### config.mk
export PLATFORM = sky130hd
export DESIGN_NAME = dino_game_ctrl
export DESIGN_NICKNAME = d
export VERILOG_FILES = /design/src/rtl/dino_pkg.sv /design/src/rtl/dino_tick_div.sv /design/src/rtl/dino_game_ctrl.sv
export SDC_FILE = /design/constraint.sdc
export NUM_CORES = 1
export LEC_CHECK = 0
export ABC_AREA = 0
export BUFFER_PORTS_ARGS = -buffer_cell sky130_fd_sc_hd__buf_4
export CORE_UTILIZATION = 50
export CTS_CLUSTER_SIZE = 14
export DETAILED_ROUTE_END_ITERATION = 8
export PLACE_DENSITY = 0.76
export REMOVE_ABC_BUFFERS = 1
export SYNTH_ARGS = -nofsm -noshare
export SYNTH_HDL_FRONTEND = slang
export SYNTH_HIERARCHICAL = 1
export SYNTH_SLANG_ARGS = --single-unit
### constraint.sdc
create_clock -name clk -period 2.85 [get_ports clk]
set_clock_uncertainty 0.15 [all_clocks]
set_input_delay 0.57 -clock clk [delete_from_list [all_inputs] [get_ports clk]]
set_output_delay 0.57 -clock clk [all_outputs]
set_load 0.005 [all_outputs]
### src/rtl/dino_pkg.sv
// Shared types and widths for the dino game controller.
package dino_pkg;

  localparam int SCORE_W = 16;
  localparam int LOCK_W  = 8;

  typedef enum logic [1:0] {
    ST_IDLE = 2'd0,
    ST_RUN  = 2'd1,
    ST_OVER = 2'd2
  } state_t;

endpackage

### src/rtl/dino_tick_div.sv
// Frame-tick divider: counts 0..DIV-1 while enabled and flags the last count.
module dino_tick_div #(
  parameter int DIV = 4
) (
  input  logic clk,
  input  logic rst,
  input  logic clr,
  input  logic en,
  output logic tick
);

  localparam int CW = (DIV > 1) ? $clog2(DIV) : 1;
  localparam logic [CW-1:0] LAST = CW'(DIV - 1);

  logic [CW-1:0] r_cnt;
  logic          w_last;

  assign w_last = (r_cnt == LAST);

  // NOTE: registered state is only ever assigned with <= inside always_ff.
  always_ff @(posedge clk) begin
    if (rst || clr) begin
      r_cnt <= '0;
    end else if (en) begin
      r_cnt <= w_last ? '0 : r_cnt + CW'(1);
    end
  end

  assign tick = en & ~clr & w_last;

endmodule

### src/rtl/dino_game_ctrl.sv
// Dino game control FSM (IDLE/RUN/OVER) with frame ticks and restart lockout.
// Optional high-score tracking is built only when DINO_HISCORE_EN is defined.
module dino_game_ctrl
  import dino_pkg::*;
#(
  parameter int TICK_DIV  = 416667,
  parameter int OVER_HOLD = 30
) (
  input  logic               clk,
  input  logic               rst,
  input  logic               btn,
  input  logic               collide,
  input  logic [SCORE_W-1:0] score,
  output logic               game_start,
  output logic               game_over,
  output logic               game_tick,
  output logic               running,
  output logic [SCORE_W-1:0] hiscore,
  output logic               new_hi
);

  state_t             r_state;
  state_t             w_state_nxt;
  logic               r_btn_prev;
  logic               r_game_start;
  logic               r_game_over;
  logic [LOCK_W-1:0]  r_lock_cnt;
  logic               w_btn_rise;
  logic               w_lock_done;
  logic               w_start_acc;
  logic               w_over_acc;
  logic               w_frame_tick;
  logic [SCORE_W-1:0] w_hiscore;
  logic               w_new_hi;

  assign w_btn_rise  = btn & ~r_btn_prev;
  assign w_lock_done = (r_lock_cnt >= LOCK_W'(OVER_HOLD));

  always_ff @(posedge clk) begin
    if (rst) begin
      r_state      <= ST_IDLE;
      r_btn_prev   <= 1'b0;
      r_game_start <= 1'b0;
      r_game_over  <= 1'b0;
    end else begin
      r_state      <= w_state_nxt;
      r_btn_prev   <= btn;
      r_game_start <= w_start_acc;
      r_game_over  <= w_over_acc;
    end
  end

  // NOTE: every variable gets a default first so no path infers a latch.
  always_comb begin
    w_state_nxt = r_state;
    w_start_acc = 1'b0;
    w_over_acc  = 1'b0;
    case (r_state)
      ST_IDLE: begin
        if (w_btn_rise) begin
          w_state_nxt = ST_RUN;
          w_start_acc = 1'b1;
        end
      end
      ST_RUN: begin
        if (collide) begin
          w_state_nxt = ST_OVER;
          w_over_acc  = 1'b1;
        end
      end
      ST_OVER: begin
        if (w_lock_done && w_btn_rise) begin
          w_state_nxt = ST_RUN;
          w_start_acc = 1'b1;
        end
      end
      default: w_state_nxt = ST_IDLE;
    endcase
  end

  // Counter restarts during the first RUN cycle, so the first tick lands
  // TICK_DIV cycles after game_start; it free-runs through OVER for lockout.
  dino_tick_div #(
    .DIV (TICK_DIV)
  ) u_tick_div (
    .clk  (clk),
    .rst  (rst),
    .clr  (r_game_start),
    .en   (r_state != ST_IDLE),
    .tick (w_frame_tick)
  );

  always_ff @(posedge clk) begin
    if (rst || r_state != ST_OVER) begin
      r_lock_cnt <= '0;
    end else if (w_frame_tick && !w_lock_done) begin
      r_lock_cnt <= r_lock_cnt + LOCK_W'(1);
    end
  end

`ifdef DINO_HISCORE_EN
  logic [SCORE_W-1:0] r_hiscore;
  logic               r_new_hi;

  always_ff @(posedge clk) begin
    if (rst) begin
      r_hiscore <= '0;
      r_new_hi  <= 1'b0;
    end else if (w_start_acc) begin
      r_new_hi  <= 1'b0;
    end else if (w_over_acc && (score > r_hiscore)) begin
      r_hiscore <= score;
      r_new_hi  <= 1'b1;
    end
  end

  assign w_hiscore = r_hiscore;
  assign w_new_hi  = r_new_hi;
`else
  logic w_score_unused;
  assign w_score_unused = ^score;
  assign w_hiscore      = '0;
  assign w_new_hi       = 1'b0;
`endif

  // Outputs are forced low while rst is high, even before the first edge.
  assign game_start = r_game_start & ~rst;
  assign game_over  = r_game_over & ~rst;
  assign game_tick  = w_frame_tick & (r_state == ST_RUN) & ~rst;
  assign running    = (r_state == ST_RUN) & ~rst;
  assign hiscore    = rst ? '0 : w_hiscore;
  assign new_hi     = w_new_hi & ~rst;

endmodule
==> results.md <==
* Skew-Pair Late Insertion Delay at between 0.3 and 0.4 ns
* Clock Root Buffer: clkbuf_4
* Register bit total from synthesis at 32
* Pwr/cell area at 445 nW/um^2
* Die extent in x at 59.3 microns
* First-pass iteration count of the detailed router at 4
* Fin Setup TNS at 0 ns
* CTS tree: built
* Reg power frac at 0.590
* H-Tree Depth at 2
* Gpl congestion at 0.768
* ANT cells at 0
* Die Span Y at 59.3 microns
* Warnings, synthesis at 6
* M1 WL at 1.33 mm
* VDD IR max at between 0.0002 and 0.00025 V
* Final wirelength at 3.02 mm
* Final HPWL DP at 2.23 mm
* Fmax at between 300 and 400 MHz
* Post-route setup slack at ~0.12 ns
* PortBufs at 7
* Critical Path AT at ~2.0 ns
* Worst slew pin tran at between 0.6 and 0.7 ns
* DIE AREA at 3520 sq um
* Clock share of power at 0.341
* Clock buffer depth at 2
* Min-delay worst type: input port to flip-flop
* Routed len/inst at 12.4 microns
* Lkg Pwr at about 0.65 nW
* Number of vias per cell at 5.23
* Global-route wire length before repair at ~5.2 mm
* Starting Density at 0.534
* Commonest non-fill, non-tap cell in the layout: dfxtp_1
* Max-slew violation count at 0
* Crit Reg-Reg Startpoint: u_tick_div/r_cnt[14]
* Seq/Total Area, Yosys at 0.390
* Largest net degree at the start of global routing at 11
* Slew HR at 0.597
* Placeable Area at 3080 sq um
* Syn-to-layout area delta at 7.62%
* CP Capture Type: output pin
* Via count at around 1.3k
* Final hold violation count at 0
* Antenna Nets Post-Route at 0
* Crit path from: u_tick_div/r_cnt[14]
* Final core occ at 0.574
* Number of global-route vias before repair at ~1.3k
* Post-CTS setup buffers at 0
* Synth Area in XOR/XNOR at 0.0800
* Clk pin slew, worst setup/hold paths at 0.10 ns
* Met3 wire len at approximately 120 microns
* Post-synth EDFFs at 0
* Mean Syn Cell Area at 8.88 sq um
* Complex-gate fraction of the synthesized area at 0.105
* Worst R2R Path Depth at 7
* Most frequent cells in the layout: 25 x dfxtp_1, 23 x nor2_1, 17 x conb_1, 12 x xnor2_1, 11 x nand4_1
* # rows at 20
* Drt drc at 0
* Synth Area in Adders at 0.0305
* Final setup fails at 0
* Gr usage total at 0.201
* Nets at approximately 220
* Hold endpoint: r_btn_prev
* Fillers at between 300 and 400
* Min cycle time layout at roughly 2.7 ns
* # clock sinks at 32
* Mux cell area share after synthesis at 0.00609
* DRT iter0 DRCs at 69
* Post-Synth Simple-Gate Area at 0.291
* Gr ovfl total at 0
* Reg2reg end: r_lock_cnt[1]
* Largest family of logic cells by synthesized area: simple AND/OR/NAND/NOR gates
* Final Cycle Share at 0.959
* Sw Pwr at approximately 0.19 mW
* Worst-path maximum fanout at 7
* Proportion of layout cells with a drive suffix above 1 at 0.161
* Initial antenna violation count at 0
* Int Power at 0.599 mW
* CTS buffer count at 5
* Asr flop ratio synth at 0
* CP Launch Type: flip-flop
* Maxcap violations at 0
* Hold depth at 2
* Dominant synthesized flop cell: dfxtp_1
* Outcome: finished, final reports clean
* Combinational share of power at 0.069
* Net Sw Frac at 0.238
* Setup Crit Path Kind: flip-flop to output pin
* Metal2 WL at around 1.5 mm
* IO Count at between 40 and 50
* R2r setup slk at ~0.36 ns
* Mapped Cells at about 190
* Post-Place Worst Slack at about 0.33 ns
* Data required, critical path at 2.13 ns
* Min-delay src: rst
* Post-synthesis cell type count at 42
* Netlist Area Pre-Place at about 1600 sq um
* Top Metal Used: met4
critical path: stages, from the launching register on:
cell and delay, ns:
dfxtp_1 0.43, nand4_2 0.20, or3_1 0.42, nor3_1 0.18, buf_4 0.17, and3_1 0.16, buf_4 0.11
timing repair:
item / 4_1_cts / 5_1_grt
endpoints found under the setup margin: 0 / 1
hold buffers: 0 / 0
resized for setup: 0 / 9
worst max-delay path by stage:
| stage | to |
|---|---|
| finish | game_tick |
| global route | game_tick |
| CTS | game_tick |
| detailed placement | r_lock_cnt[1] |
| global placement | r_lock_cnt[1] |
| floorplan | game_tick |
registers in the layout (all words and copies together), names as in the netlist:
register	flops
r_lock_cnt	8
r_state	2
u_tick_div/r_cnt	19
r_btn_prev	1
r_game_start	1
r_game_over	1
synthesized netlist by cell type, types with 2 or more instances:
cell type   n  area (sq um)
o31ai_1     2          15.0
a211oi_1    2          15.0
dfxtp_1    32           641
and3_1      3          18.8
nor4b_1     2          17.5
a21oi_1     8          40.0
buf_4      17           128
xnor2_1    12           105
nor3_1      6          30.0
buf_2       2          10.0
nor4_1      5          31.3
nand2_1    10          37.5
ha_1        4          50.1
o21ai_0     3          15.0
or4_1       2          15.0
nand3_1     4          20.0
or3_1       4          25.0
nor2b_1     3          18.8
and2_1      4          25.0
xor2_1      3          26.3
inv_1       4          15.0
nor2_1     23          86.3
nand4_1    11          68.8
kinds of logic (layout without fill, tap and decap cells):
logic type | count (synthesis) | in the layout
xor gates and xnor gates | 15 | 15
AOI/OAI and AO/OA | 23 | 23
other | 1 | 17
and+or+nand+nor | 85 | 85
DFF | 32 | 32
muxes | 1 | 1
buffers and inverters | 24 | 22
adders and majority gates | 4 | 4
routing by layer:
layer  vias to the layer above  GRT usage
met5                         -          0
met1                       587      0.218
met4                         0     0.0952
met2                        26      0.353
li1                        654          -
met3                         4     0.0633
stage by stage:
| stage | hold slack [ns] | power, mW | cells | area (sq um) |
|---|---|---|---|---|
| global placement | 0.322 | 0.525 | 235 | 1690 |
| global route | 0.303 | 0.827 | 243 | 1770 |
| CTS | 0.290 | 0.794 | 243 | 1750 |
| finish | 0.305 | 0.786 | 243 | 1770 |
| detailed placement | 0.346 | 0.528 | 235 | 1690 |
| floorplan | 0.300 | 0.508 | 181 | 1560 |
power by group through the flow:
stage | sequential (mW) | combinational [mW] | clock (mW)
floorplan | 0.472 | 0.0362 | 0
global placement | 0.473 | 0.0523 | 0
detailed placement | 0.474 | 0.0537 | 0
CTS | 0.464 | 0.0539 | 0.276
global route | 0.466 | 0.0625 | 0.298
finish | 0.464 | 0.0544 | 0.268
cell type report:
class	instances	area, sq um	area share
flip-flops and latches	32	652	0.369
inverters	4	15.0	0.00849
clock buffers	8	58.8	0.0333
multi-input cells	145	912	0.516
well taps	44	55.1	0.0311
repair buffers	10	75.1	0.0425
No activity file was read; power rests on OpenSTA's default activity.
